==> src/rtl/tdm_voice_nco_if.sv <==
// Control and wavetable-address bundle between the voice sequencer and the
// time-division NCO bank.
interface tdm_voice_nco_if #(
  parameter int VOICES      = 8,
  parameter int VOICES_BITS = 3,
  parameter int ACC_W       = 24,
  parameter int ADDR_W      = 8
);
  logic                   sample_tick;
  logic                   inc_we;
  logic [VOICES_BITS-1:0] inc_sel;
  logic [ACC_W-1:0]       inc_data;
  logic [VOICES-1:0]      voice_gate;
  logic [ADDR_W-1:0]      nco_addr_out;
  logic [VOICES_BITS-1:0] voice_idx;
  logic                   addr_valid;
  logic                   voice_active;
  logic                   frame_done;
  logic                   busy;
  logic                   overrun;

  modport master (
    output sample_tick, inc_we, inc_sel, inc_data, voice_gate,
    input  nco_addr_out, voice_idx, addr_valid, voice_active,
           frame_done, busy, overrun
  );

  modport slave (
    input  sample_tick, inc_we, inc_sel, inc_data, voice_gate,
    output nco_addr_out, voice_idx, addr_valid, voice_active,
           frame_done, busy, overrun
  );
endinterface

==> src/rtl/tdm_voice_nco.sv <==
// Time-division phase accumulator bank: one wavetable address per voice per
// sample tick, each voice occupying an address cycle and a BRAM data cycle.
module tdm_voice_nco #(
  parameter int VOICES      = 8,
  parameter int VOICES_BITS = 3,
  parameter int ACC_W       = 24,
  parameter int ADDR_W      = 8
) (
  input  logic            sys_clk,
  input  logic            sys_rst_n,
  tdm_voice_nco_if.slave  bus
);

  typedef enum logic [1:0] {IDLE, ADDR, HOLD} state_t;

  state_t                 state_q, state_d;
  logic [VOICES_BITS-1:0] v_q, v_d;
  logic [ACC_W-1:0]       acc_q [VOICES];
  logic [ACC_W-1:0]       acc_d [VOICES];
  logic [ACC_W-1:0]       inc_q [VOICES];
  logic [ACC_W-1:0]       inc_d [VOICES];
  logic [ADDR_W-1:0]      nco_addr_q, nco_addr_d;
  logic [VOICES_BITS-1:0] voice_idx_q, voice_idx_d;
  logic                   addr_valid_q, addr_valid_d;
  logic                   voice_active_q, voice_active_d;
  logic                   frame_done_q, frame_done_d;
  logic                   busy_q, busy_d;
  logic                   overrun_q, overrun_d;
  logic                   enter_addr;

  // NOTE: every variable gets a default at the top of the block so no path
  // leaves it unassigned, which would otherwise infer a latch.
  always_comb begin
    state_d        = state_q;
    v_d            = v_q;
    acc_d          = acc_q;
    inc_d          = inc_q;
    nco_addr_d     = nco_addr_q;
    voice_idx_d    = voice_idx_q;
    voice_active_d = voice_active_q;
    addr_valid_d   = 1'b0;
    frame_done_d   = 1'b0;
    enter_addr     = 1'b0;
    overrun_d      = overrun_q | (bus.sample_tick && (state_q != IDLE));

    // A write landing during the voice's address cycle commits alongside the
    // accumulator update, which still reads the old increment.
    if (bus.inc_we) inc_d[bus.inc_sel] = bus.inc_data;

    case (state_q)
      IDLE: begin
        if (bus.sample_tick) begin
          state_d    = ADDR;
          v_d        = '0;
          enter_addr = 1'b1;
        end
      end
      ADDR: begin
        state_d   = HOLD;
        acc_d[v_q] = voice_active_q ? acc_q[v_q] + inc_q[v_q] : '0;
      end
      HOLD: begin
        if (v_q == VOICES_BITS'(VOICES - 1)) begin
          state_d      = IDLE;
          frame_done_d = 1'b1;
        end else begin
          state_d    = ADDR;
          v_d        = v_q + 1'b1;
          enter_addr = 1'b1;
        end
      end
      default: state_d = IDLE;
    endcase

    // Outputs are registered, so the address-cycle values are prepared on
    // the edge that enters ADDR.
    if (enter_addr) begin
      addr_valid_d   = 1'b1;
      voice_idx_d    = v_d;
      voice_active_d = bus.voice_gate[v_d];
      nco_addr_d     = bus.voice_gate[v_d] ? acc_q[v_d][ACC_W-1 -: ADDR_W] : '0;
    end

    busy_d = (state_d != IDLE);
  end

  // NOTE: the accumulator and increment arrays are reset explicitly because
  // the bank must restart from phase 0 with zero increments after reset.
  always_ff @(posedge sys_clk) begin
    if (!sys_rst_n) begin
      state_q        <= IDLE;
      v_q            <= '0;
      acc_q          <= '{default: '0};
      inc_q          <= '{default: '0};
      nco_addr_q     <= '0;
      voice_idx_q    <= '0;
      addr_valid_q   <= 1'b0;
      voice_active_q <= 1'b0;
      frame_done_q   <= 1'b0;
      busy_q         <= 1'b0;
      overrun_q      <= 1'b0;
    end else begin
      state_q        <= state_d;
      v_q            <= v_d;
      acc_q          <= acc_d;
      inc_q          <= inc_d;
      nco_addr_q     <= nco_addr_d;
      voice_idx_q    <= voice_idx_d;
      addr_valid_q   <= addr_valid_d;
      voice_active_q <= voice_active_d;
      frame_done_q   <= frame_done_d;
      busy_q         <= busy_d;
      overrun_q      <= overrun_d;
    end
  end

  assign bus.nco_addr_out = nco_addr_q;
  assign bus.voice_idx    = voice_idx_q;
  assign bus.addr_valid   = addr_valid_q;
  assign bus.voice_active = voice_active_q;
  assign bus.frame_done   = frame_done_q;
  assign bus.busy         = busy_q;
  assign bus.overrun      = overrun_q;

endmodule

==> src/flat_wrapper.sv <==
// flat-port wrapper written by rule: the top's interface ports become plain ports
module tdm_voice_nco_flat 
#(
  parameter int VOICES      = 8,
  parameter int VOICES_BITS = 3,
  parameter int ACC_W       = 24,
  parameter int ADDR_W      = 8
)
  (sys_clk, sys_rst_n, bus_sample_tick, bus_inc_we, bus_inc_sel, bus_inc_data, bus_voice_gate, bus_nco_addr_out, bus_voice_idx, bus_addr_valid, bus_voice_active, bus_frame_done, bus_busy, bus_overrun);
  tdm_voice_nco_if #(.VOICES(VOICES), .VOICES_BITS(VOICES_BITS), .ACC_W(ACC_W), .ADDR_W(ADDR_W)) bus_i ();
  input  logic sys_clk;
  input  logic sys_rst_n;
  input wire logic [$bits(bus_i.sample_tick)-1:0] bus_sample_tick;
  input wire logic [$bits(bus_i.inc_we)-1:0] bus_inc_we;
  input wire logic [$bits(bus_i.inc_sel)-1:0] bus_inc_sel;
  input wire logic [$bits(bus_i.inc_data)-1:0] bus_inc_data;
  input wire logic [$bits(bus_i.voice_gate)-1:0] bus_voice_gate;
  output wire logic [$bits(bus_i.nco_addr_out)-1:0] bus_nco_addr_out;
  output wire logic [$bits(bus_i.voice_idx)-1:0] bus_voice_idx;
  output wire logic [$bits(bus_i.addr_valid)-1:0] bus_addr_valid;
  output wire logic [$bits(bus_i.voice_active)-1:0] bus_voice_active;
  output wire logic [$bits(bus_i.frame_done)-1:0] bus_frame_done;
  output wire logic [$bits(bus_i.busy)-1:0] bus_busy;
  output wire logic [$bits(bus_i.overrun)-1:0] bus_overrun;
  assign bus_i.sample_tick = bus_sample_tick;
  assign bus_i.inc_we = bus_inc_we;
  assign bus_i.inc_sel = bus_inc_sel;
  assign bus_i.inc_data = bus_inc_data;
  assign bus_i.voice_gate = bus_voice_gate;
  assign bus_nco_addr_out = bus_i.nco_addr_out;
  assign bus_voice_idx = bus_i.voice_idx;
  assign bus_addr_valid = bus_i.addr_valid;
  assign bus_voice_active = bus_i.voice_active;
  assign bus_frame_done = bus_i.frame_done;
  assign bus_busy = bus_i.busy;
  assign bus_overrun = bus_i.overrun;
  tdm_voice_nco #(.VOICES(VOICES), .VOICES_BITS(VOICES_BITS), .ACC_W(ACC_W), .ADDR_W(ADDR_W)) u_core (.sys_clk(sys_clk), .sys_rst_n(sys_rst_n), .bus(bus_i));
endmodule
==> config.mk <==
export PLATFORM = sky130hd
export DESIGN_NAME = tdm_voice_nco_flat
export DESIGN_NICKNAME = d
export VERILOG_FILES = /design/src/rtl/tdm_voice_nco_if.sv /design/src/rtl/tdm_voice_nco.sv /design/src/flat_wrapper.sv
export SDC_FILE = /design/constraint.sdc
export NUM_CORES = 1
export LEC_CHECK = 0
export BUFFER_PORTS_ARGS = -buffer_cell sky130_fd_sc_hd__buf_2
export CORE_MARGIN = 5
export CORE_UTILIZATION = 50
export CTS_CLUSTER_DIAMETER = 50
export DETAILED_ROUTE_END_ITERATION = 10
export PLACE_DENSITY = 0.66
export SETUP_SLACK_MARGIN = 0.4
export SYNTH_ARGS = -nofsm -noshare
export SYNTH_HDL_FRONTEND = slang
export SYNTH_SLANG_ARGS = --single-unit
==> constraint.sdc <==
create_clock -name sys_clk -period 4.94 [get_ports sys_clk]
set_clock_uncertainty 0.2 [all_clocks]
set_input_delay 0.247 -clock sys_clk [delete_from_list [all_inputs] [get_ports sys_clk]]
set_output_delay 0.247 -clock sys_clk [all_outputs]
set_load 0.005 [all_outputs]
==> results of run 1 <==
cell families after synthesis:
kind of cell               after synthesis  synth area share (%)
DFF                                    405                 42.93
AOI/OAI and AO/OA                      732                 25.45
and+or+nand+nor                       1046                 23.75
muxes                                    5                0.5299
buffers and inverters                  245                 5.240
xor gates and xnor gates                 8                0.4108
adders and majority gates               25                 1.696
sequential cells by signal, indices dropped and copies added (netlist names):
name and count:
u_core.bus.busy 1, u_core.bus.voice_idx 3, u_core.inc_q 192, u_core.state_q 2, u_core.acc_q 192, u_core.bus.voice_active 1, u_core.bus.frame_done 1, u_core.bus.overrun 1
u_core.bus.addr_valid 1, u_core.v_q 3, u_core.bus.nco_addr_out 8
worst register-to-register path: stages, from the launching register on:
cell and delay [ps]:
dfxtp_1 460, buf_4 340, nor2b_4 110, buf_4 170
a22oi_1 250, nand4_1 210, ha_1 310, fa_1 510
a211oi_2 270, o21ai_1 170, a21oi_2 280, o21ai_1 180
a41oi_2 270, buf_4 250, nand3_1 90, o311ai_0 160
layout make-up:
cell class | instances | area, µm² | share of cell area, %
flip-flops and latches | 405 | 8109 | 37.77
repair buffers | 168 | 1281 | 5.968
well taps | 511 | 639.4 | 2.978
inverters | 12 | 52.55 | 0.2448
clock inverters | 13 | 138.9 | 0.6470
clock buffers | 67 | 1361 | 6.341
multi-input cells | 1816 | 9884 | 46.05
layout by cell type, fill, tap and decap left out, drive strengths merged, types with 12 or more instances in the layout:
cell and n:
nand2 690, dfxtp 405, a21oi 338, a22oi 184, buf 141, nand3 137
nor2 69, clkbuf 67, nand4 57, o311ai 56, o21ai 44, and3 29
dlygate4sd3 27, a211oi 27, ha 24, a311oi 17, inv 15, nor2b 13
and2 12, nor3 12
stage by stage:
step | hold slack [ps] | cells | setup WS [ps]
after floorplan | 208.1 | 2466 | 750.3
after CTS | 42.43 | 2980 | 448.3
final | 64.88 | 2992 | 611.0
after global placement | 229.9 | 2868 | 467.4
after detailed placement | 243.7 | 2868 | 349.1
after global routing | 112.4 | 2992 | 407.4
metal layers:
| metal | part of all wire (%) | global-route usage [%] |
|---|---|---|
| met5 | 0 | 0 |
| met4 | 2.9 | 9.643 |
| met3 | 10 | 6.474 |
| met2 | 46 | 48.24 |
| met1 | 41 | 40.64 |
path summary, 6_finish.rpt:
kind	start	end	slack (ps)	cells after the start
worst max-delay path	u_core.v_q[0]$_SDFF_PN0_	u_core.acc_q[22]$_SDFFE_PN0P_	610	15
worst min-delay path	bus_inc_we	u_core.inc_q[82]$_SDFFE_PN0P_	60	5
worst max register to register	u_core.v_q[0]$_SDFF_PN0_	u_core.acc_q[22]$_SDFFE_PN0P_	610	15
worst min register to register	u_core.bus.overrun$_SDFF_PN0_	u_core.bus.overrun$_SDFF_PN0_	250	2
report_power, final:
part	internal (mW)	switching, mW
Sequential	3.31	0.0218
Clock	2.02	1.39
Combinational	0.0965	0.263
Total	5.42	1.68
timing repair:
item,in CTS,in global routing
setup endpoints to repair,11,73
pin swaps,0,3
hold endpoints to repair,194,0
setup buffers,5,12
gates resized for setup,1,7
hold buffers,27,0
==> reports/qor.txt, run 1 <==
=================================================================================================
Clock sinks ........................................................................          405
Worst Hold Class ................................................................... input pin to register
Number of enable flip-flop cells after synthesis ...................................            0
Antenna violations before repair ...................................................            0
Start-to-end type of the worst setup path .......................................... register to register
Pwr/cell area ...................................................................... 330.4 nW/µm²
Die area ...........................................................................   41,760 µm²
Layout-stage area growth over the synthesis result .................................       13.66%
Pin slew with the least headroom to its limit ......................................      1293 ps
Worst Setup End Kind ...............................................................     register
Routability-driven placement congestion ratio ......................................       0.9551
Clk pin slew, worst setup/hold paths ...............................................        60 ps
Part of the Yosys area used for sequential elements ................................       42.93%
Global-route wire length before repair .............................................     100.4 mm
Hold violation total from the final report .........................................            0
Nets ...............................................................................        2,513
Shortest period the worst path allows ..............................................      4329 ps
Synth Cell Area ....................................................................   18,890 µm²
Mapped Cells .......................................................................        2,466
Largest stage delay, worst path ....................................................       510 ps
Via total after detailed routing ...................................................       18.76k
Critical path buffer and inverter count ............................................            3
Post-route design area .............................................................   21,470 µm²
Flop and latch count out of synthesis ..............................................          405
Leading post-synthesis cells by cell area .......................................... dfxtp_1 43%, nand2_1 14%, a21oi_1 8.9%, a22oi_1 7.3%, nand3_1 3.6%
Average wire length per cell after detail routing ..................................     21.82 µm
Number of inserted filler cells in the final layout ................................        3,587
CTS H-tree depth ...................................................................            2
Crit-path most repeated cell .......................................................        buf_4
Width of the chip ..................................................................     204.4 µm
Result of the run ..................................................................    completed
CP Launch Type .....................................................................     register
Deepest clock path buffer count ....................................................            3
Residual DRC .......................................................................            0
Vertical die dimension .............................................................     204.4 µm
Maximum net fanout on the critical path ............................................           16
Proportion of register bits with asynchronous set or reset after synthesis .........           0%
Setup total negative slack .........................................................         0 ps
Maximum number of pins on one net before global-route repair .......................          196
Number of global-route vias before repair ..........................................       17.54k
Cell with the largest stage delay on the worst path ................................         fa_1
IO buf count .......................................................................           54
Fin. max-slew vios .................................................................            0
Aggregate routed wire length .......................................................     65.27 mm
Number of distinct library cell variants in the gate-level netlist after synthesis .           74
Most frequent cells after synthesis ................................................ 690 x nand2_1, 405 x dfxtp_1, 337 x a21oi_1, 184 x a22oi_1, 170 x clkbuf_1
Overall routing resource usage .....................................................       30.05%
Starting DRC count in detailed routing .............................................        2,296
Net count after synthesis ..........................................................        2,530
Drt pass-1 iters ...................................................................            6
Cell area reported after detailed placement ........................................   19,500 µm²
Fmax ...............................................................................    231.0 MHz
CTS tree ...........................................................................          yes
Crit-path leading delay family ..................................................... compound AO/OA/AOI/OAI gates
Data arrival time of the worst path ................................................      4600 ps
Number of rows in the core area ....................................................           71
Total power of the final layout ....................................................     7.093 mW
Share of final-layout standard cells stronger than drive strength 1 ................       10.48%
Antenna diodes .....................................................................            0
Max rail drop VDD ..................................................................    0.2341 mV
P_leak .............................................................................     7.127 nW
Total overflow reported by the global router .......................................            0
Most frequently used cell type in the post-synthesis netlist .......................      nand2_1
Area of the placeable core .........................................................   37,490 µm²
Via/cell ratio .....................................................................        6.268
Post-detailed-route count of antenna-violating nets ................................            0
Clock root buffer ..................................................................    clkbuf_16
Max-slew headroom at the worst pin .................................................       13.81%
Ys flop type .......................................................................      dfxtp_1
Unrepaired setup endpoints after global routing ....................................           no
Ordered cell list for the critical path ............................................ buf_4 -> nor2b_4 -> buf_4 -> a22oi_1 -> nand4_1 -> ha_1 -> fa_1 -> a211oi_2 -> o21ai_1 -> a21oi_2 -> o21ai_1 -> a41oi_2 -> buf_4 -> nand3_1 -> o311ai_0
Clock latency on the worst-skew pair ...............................................       580 ps
DP Wirelength ......................................................................     40.21 mm
Synthesized area divided by synthesized cell count .................................    7.659 µm²
Dominant cell type by area after synthesis .........................................      dfxtp_1
Worst endpoint required time .......................................................      5210 ps
Number of top-level pins ...........................................................           55
Final setup violation count ........................................................            0
Area share of the largest cell type after synthesis ................................       42.93%
Final Cycle Share ..................................................................       87.63%
Number of synthesis warnings .......................................................            0
Max-cap violations .................................................................            0
Share of the core filled with cells in the final layout ............................       57.26%
Total clock buffers created by CTS .................................................           46
Initial Util .......................................................................       50.38%
=================================================================================================
Note: power is estimated with default switching activity, not from simulation.
==> inputs of run 2 (changes only) <==
Settings changed: CTS_BUF_LIST set to sky130_fd_sc_hd__clkbuf_2 sky130_fd_sc_hd__clkbuf_4 sky130_fd_sc_hd__clkbuf_8, PLACE_DENSITY 0.66 to not set, PLACE_DENSITY_LB_ADDON set to 0.25.
==> run 2 against run 1 <==
- via count up 1.8%
- cell area about the same
- clock power fell by 1%
- sequential cell count unchanged
- first-iteration DRC count is 14% higher
- power fell by 0.69%
- global-route usage shrank 0.13 points
- register-to-register slack improved by 40 ps
- non-clock buffer count decreased by 5
- critical path type unchanged
- critical endpoint is now u_core.acc_q[17]$_SDFFE_PN0P_
- largest cell class unchanged
- largest power group unchanged
==> reports/qor.txt, run 2 (synthesis gave the netlist of run 1 again) <==
==================================================================================
IO buf count ........................................................           54
Residual DRC ........................................................            0
Pwr/cell area ....................................................... 327.9 nW/µm²
RR Endpoint ......................................................... u_core.acc_q[17]$_SDFFE_PN0P_
Most frequent cells in the layout ................................... 690 x nand2_1, 403 x dfxtp_1, 335 x a21oi_1
Vertical die dimension ..............................................     204.4 µm
Depth of the most critical reg-to-reg path ..........................           13
Antenna violations before repair ....................................            2
Slack of the worst reg-to-reg path ..................................       650 ps
Maximum net fanout on the critical path .............................           19
Crit-path leading delay family ...................................... simple AND/OR/NAND/NOR gates
Largest stage delay, worst path .....................................       450 ps
Cell with the largest stage delay on the worst path .................      dfxtp_2
Max-slew headroom at the worst pin ..................................       17.49%
Setup total negative slack ..........................................         0 ps
Clk pin slew, worst setup/hold paths ................................        60 ps
Layout-stage area growth over the synthesis result ..................       13.73%
Unrepaired setup endpoints after global routing .....................           no
Final Cycle Share ...................................................       86.79%
Max-cap violations ..................................................            0
Routability-driven placement congestion ratio .......................       0.9440
Overall routing resource usage ......................................       29.93%
Max rail drop VDD ...................................................    0.2119 mV
Share of the core filled with cells in the final layout .............       57.30%
CTS tree ............................................................          yes
Final setup violation count .........................................            0
Shortest period the worst path allows ...............................      4288 ps
Pin slew with the least headroom to its limit .......................      1238 ps
P_leak ..............................................................     7.179 nW
Data arrival time of the worst path .................................      4600 ps
Worst setup startpoint .............................................. u_core.v_q[2]$_SDFF_PN0_
Total clock buffers created by CTS ..................................           71
Start-to-end type of the worst setup path ........................... register to register
Ordered cell list for the critical path ............................. nor2b_1 -> nor2b_4 -> buf_6 -> a22oi_1 -> nand4_1 -> ha_1 -> a21oi_2 -> o22ai_1 -> or3_4 -> o21a_4 -> o211a_4 -> or2_1 -> o311ai_1
Clock root buffer ...................................................     clkbuf_8
Via/cell ratio ......................................................        6.285
Number of top-level pins ............................................           55
Hold Path Origin .................................................... bus_inc_sel[0]
Result of the run ...................................................    completed
Number of rows in the core area .....................................           71
Cell area reported after detailed placement .........................   19,560 µm²
Clock sinks .........................................................          405
Width of the chip ...................................................     204.4 µm
Global-route wire length before repair ..............................     100.4 mm
Number of global-route vias before repair ...........................       17.85k
Smallest hold slack .................................................     45.41 ps
Starting DRC count in detailed routing ..............................        2,616
CTS H-tree depth ....................................................            3
Post-route design area ..............................................   21,480 µm²
Share of final-layout standard cells stronger than drive strength 1 .       12.32%
Initial Util ........................................................       50.38%
Worst endpoint required time ........................................      5250 ps
Post-detailed-route count of antenna-violating nets .................            0
End of the worst hold path .......................................... u_core.inc_q[65]$_SDFFE_PN0P_
Aggregate routed wire length ........................................     64.50 mm
Total overflow reported by the global router ........................            0
Via total after detailed routing ....................................       19.09k
Nets ................................................................        2,533
Cell depth of the worst min-delay path ..............................            5
Die area ............................................................   41,760 µm²
Hold violation total from the final report ..........................            0
Area of the placeable core ..........................................   37,490 µm²
Launch point of the worst reg-to-reg path ........................... u_core.v_q[2]$_SDFF_PN0_
Drt pass-1 iters ....................................................            7
Fmax ................................................................    233.2 MHz
Deepest clock path buffer count .....................................            3
Average wire length per cell after detail routing ...................     21.23 µm
Fin. max-slew vios ..................................................            0
DP Wirelength .......................................................     39.43 mm
Worst Hold Class .................................................... input pin to register
Critical path buffer and inverter count .............................            1
Most common cell after layout, fill and taps aside ..................      nand2_1
Maximum number of pins on one net before global-route repair ........          180
Clock latency on the worst-skew pair ................................       630 ps
Total power of the final layout .....................................     7.045 mW
Worst Setup End Kind ................................................     register
CP Launch Type ......................................................     register
==================================================================================
run 2: changes by cell type in the layout (fill, tap and decap cells not counted), moves of 2 or more:
cell,before,now
buf_4,80,74
clkbuf_4,0,25
clkbuf_1,9,0
clkbuf_16,47,0
clkbuf_8,11,87
diode_2,0,2
clkinv_2,5,10
run 2: worst max-delay path by stage:
stage,to,cells after the start
global route,u_core.acc_q[163]$_SDFFE_PN0P_,13
finish,u_core.acc_q[17]$_SDFFE_PN0P_,13
global placement,u_core.acc_q[94]$_SDFFE_PN0P_,14
detailed placement,u_core.acc_q[118]$_SDFFE_PN0P_,14
CTS,u_core.acc_q[118]$_SDFFE_PN0P_,14
floorplan,u_core.acc_q[22]$_SDFFE_PN0P_,17
run 2: final cells by class:
class | instances | area, µm²
antenna | 2 | 5.005
multi-input combinational | 1816 | 9878
tap | 511 | 639.4
clock inverter | 17 | 172.7
fill | 3475 | 16010
sequential | 405 | 8110
inverter | 12 | 52.55
timing repair buffer | 163 | 1237
clock buffer | 112 | 1385
run 2: metrics by stage:
step	cells	worst slack, ps
6_report	3038	652.4
5_1_grt	3038	443.4
4_1_cts	3031	487.1
3_5_place_dp	2873	340.3
3_3_place_gp	2873	587.5
2_1_floorplan	2466	750.3
run 2: routing by layer:
| layer | wire [µm] | vias to the layer above | track usage (%) |
|---|---|---|---|
| met3 | 6968 | 154 | 6.252 |
| met4 | 1727 | 0 | 10.86 |
| met2 | 28910 | 1132 | 46.21 |
| li1 | - | 8801 | - |
| met1 | 26890 | 9007 | 41.58 |
| met5 | 0 | - | 0 |
run 2: repair_timing:
| action | CTS | global route |
|---|---|---|
| setup buffers | 1 | 5 |
| hold endpoints to repair | 196 | 0 |
| hold buffers | 28 | 0 |
| resized for setup | 1 | 8 |
| cloned | 0 | 0 |
| pin swaps | 1 | 0 |
| setup endpoints to repair | 12 | 101 |
run 2: power by group:
part	switching (mW)	leakage, nW	total [mW]	internal [mW]
clock network	1.42	0.831	3.36	1.94
registers	0.0231	3.27	3.33	3.31
logic	0.259	3.08	0.356	0.0968
total	1.70	7.18	7.04	5.35
run 2: tightest hold or removal path, cell delays in order:
cell	delay [ps]
buf_2	140
nand2_1	190
nor2_2	120
nand2_1	70
a21oi_1	50
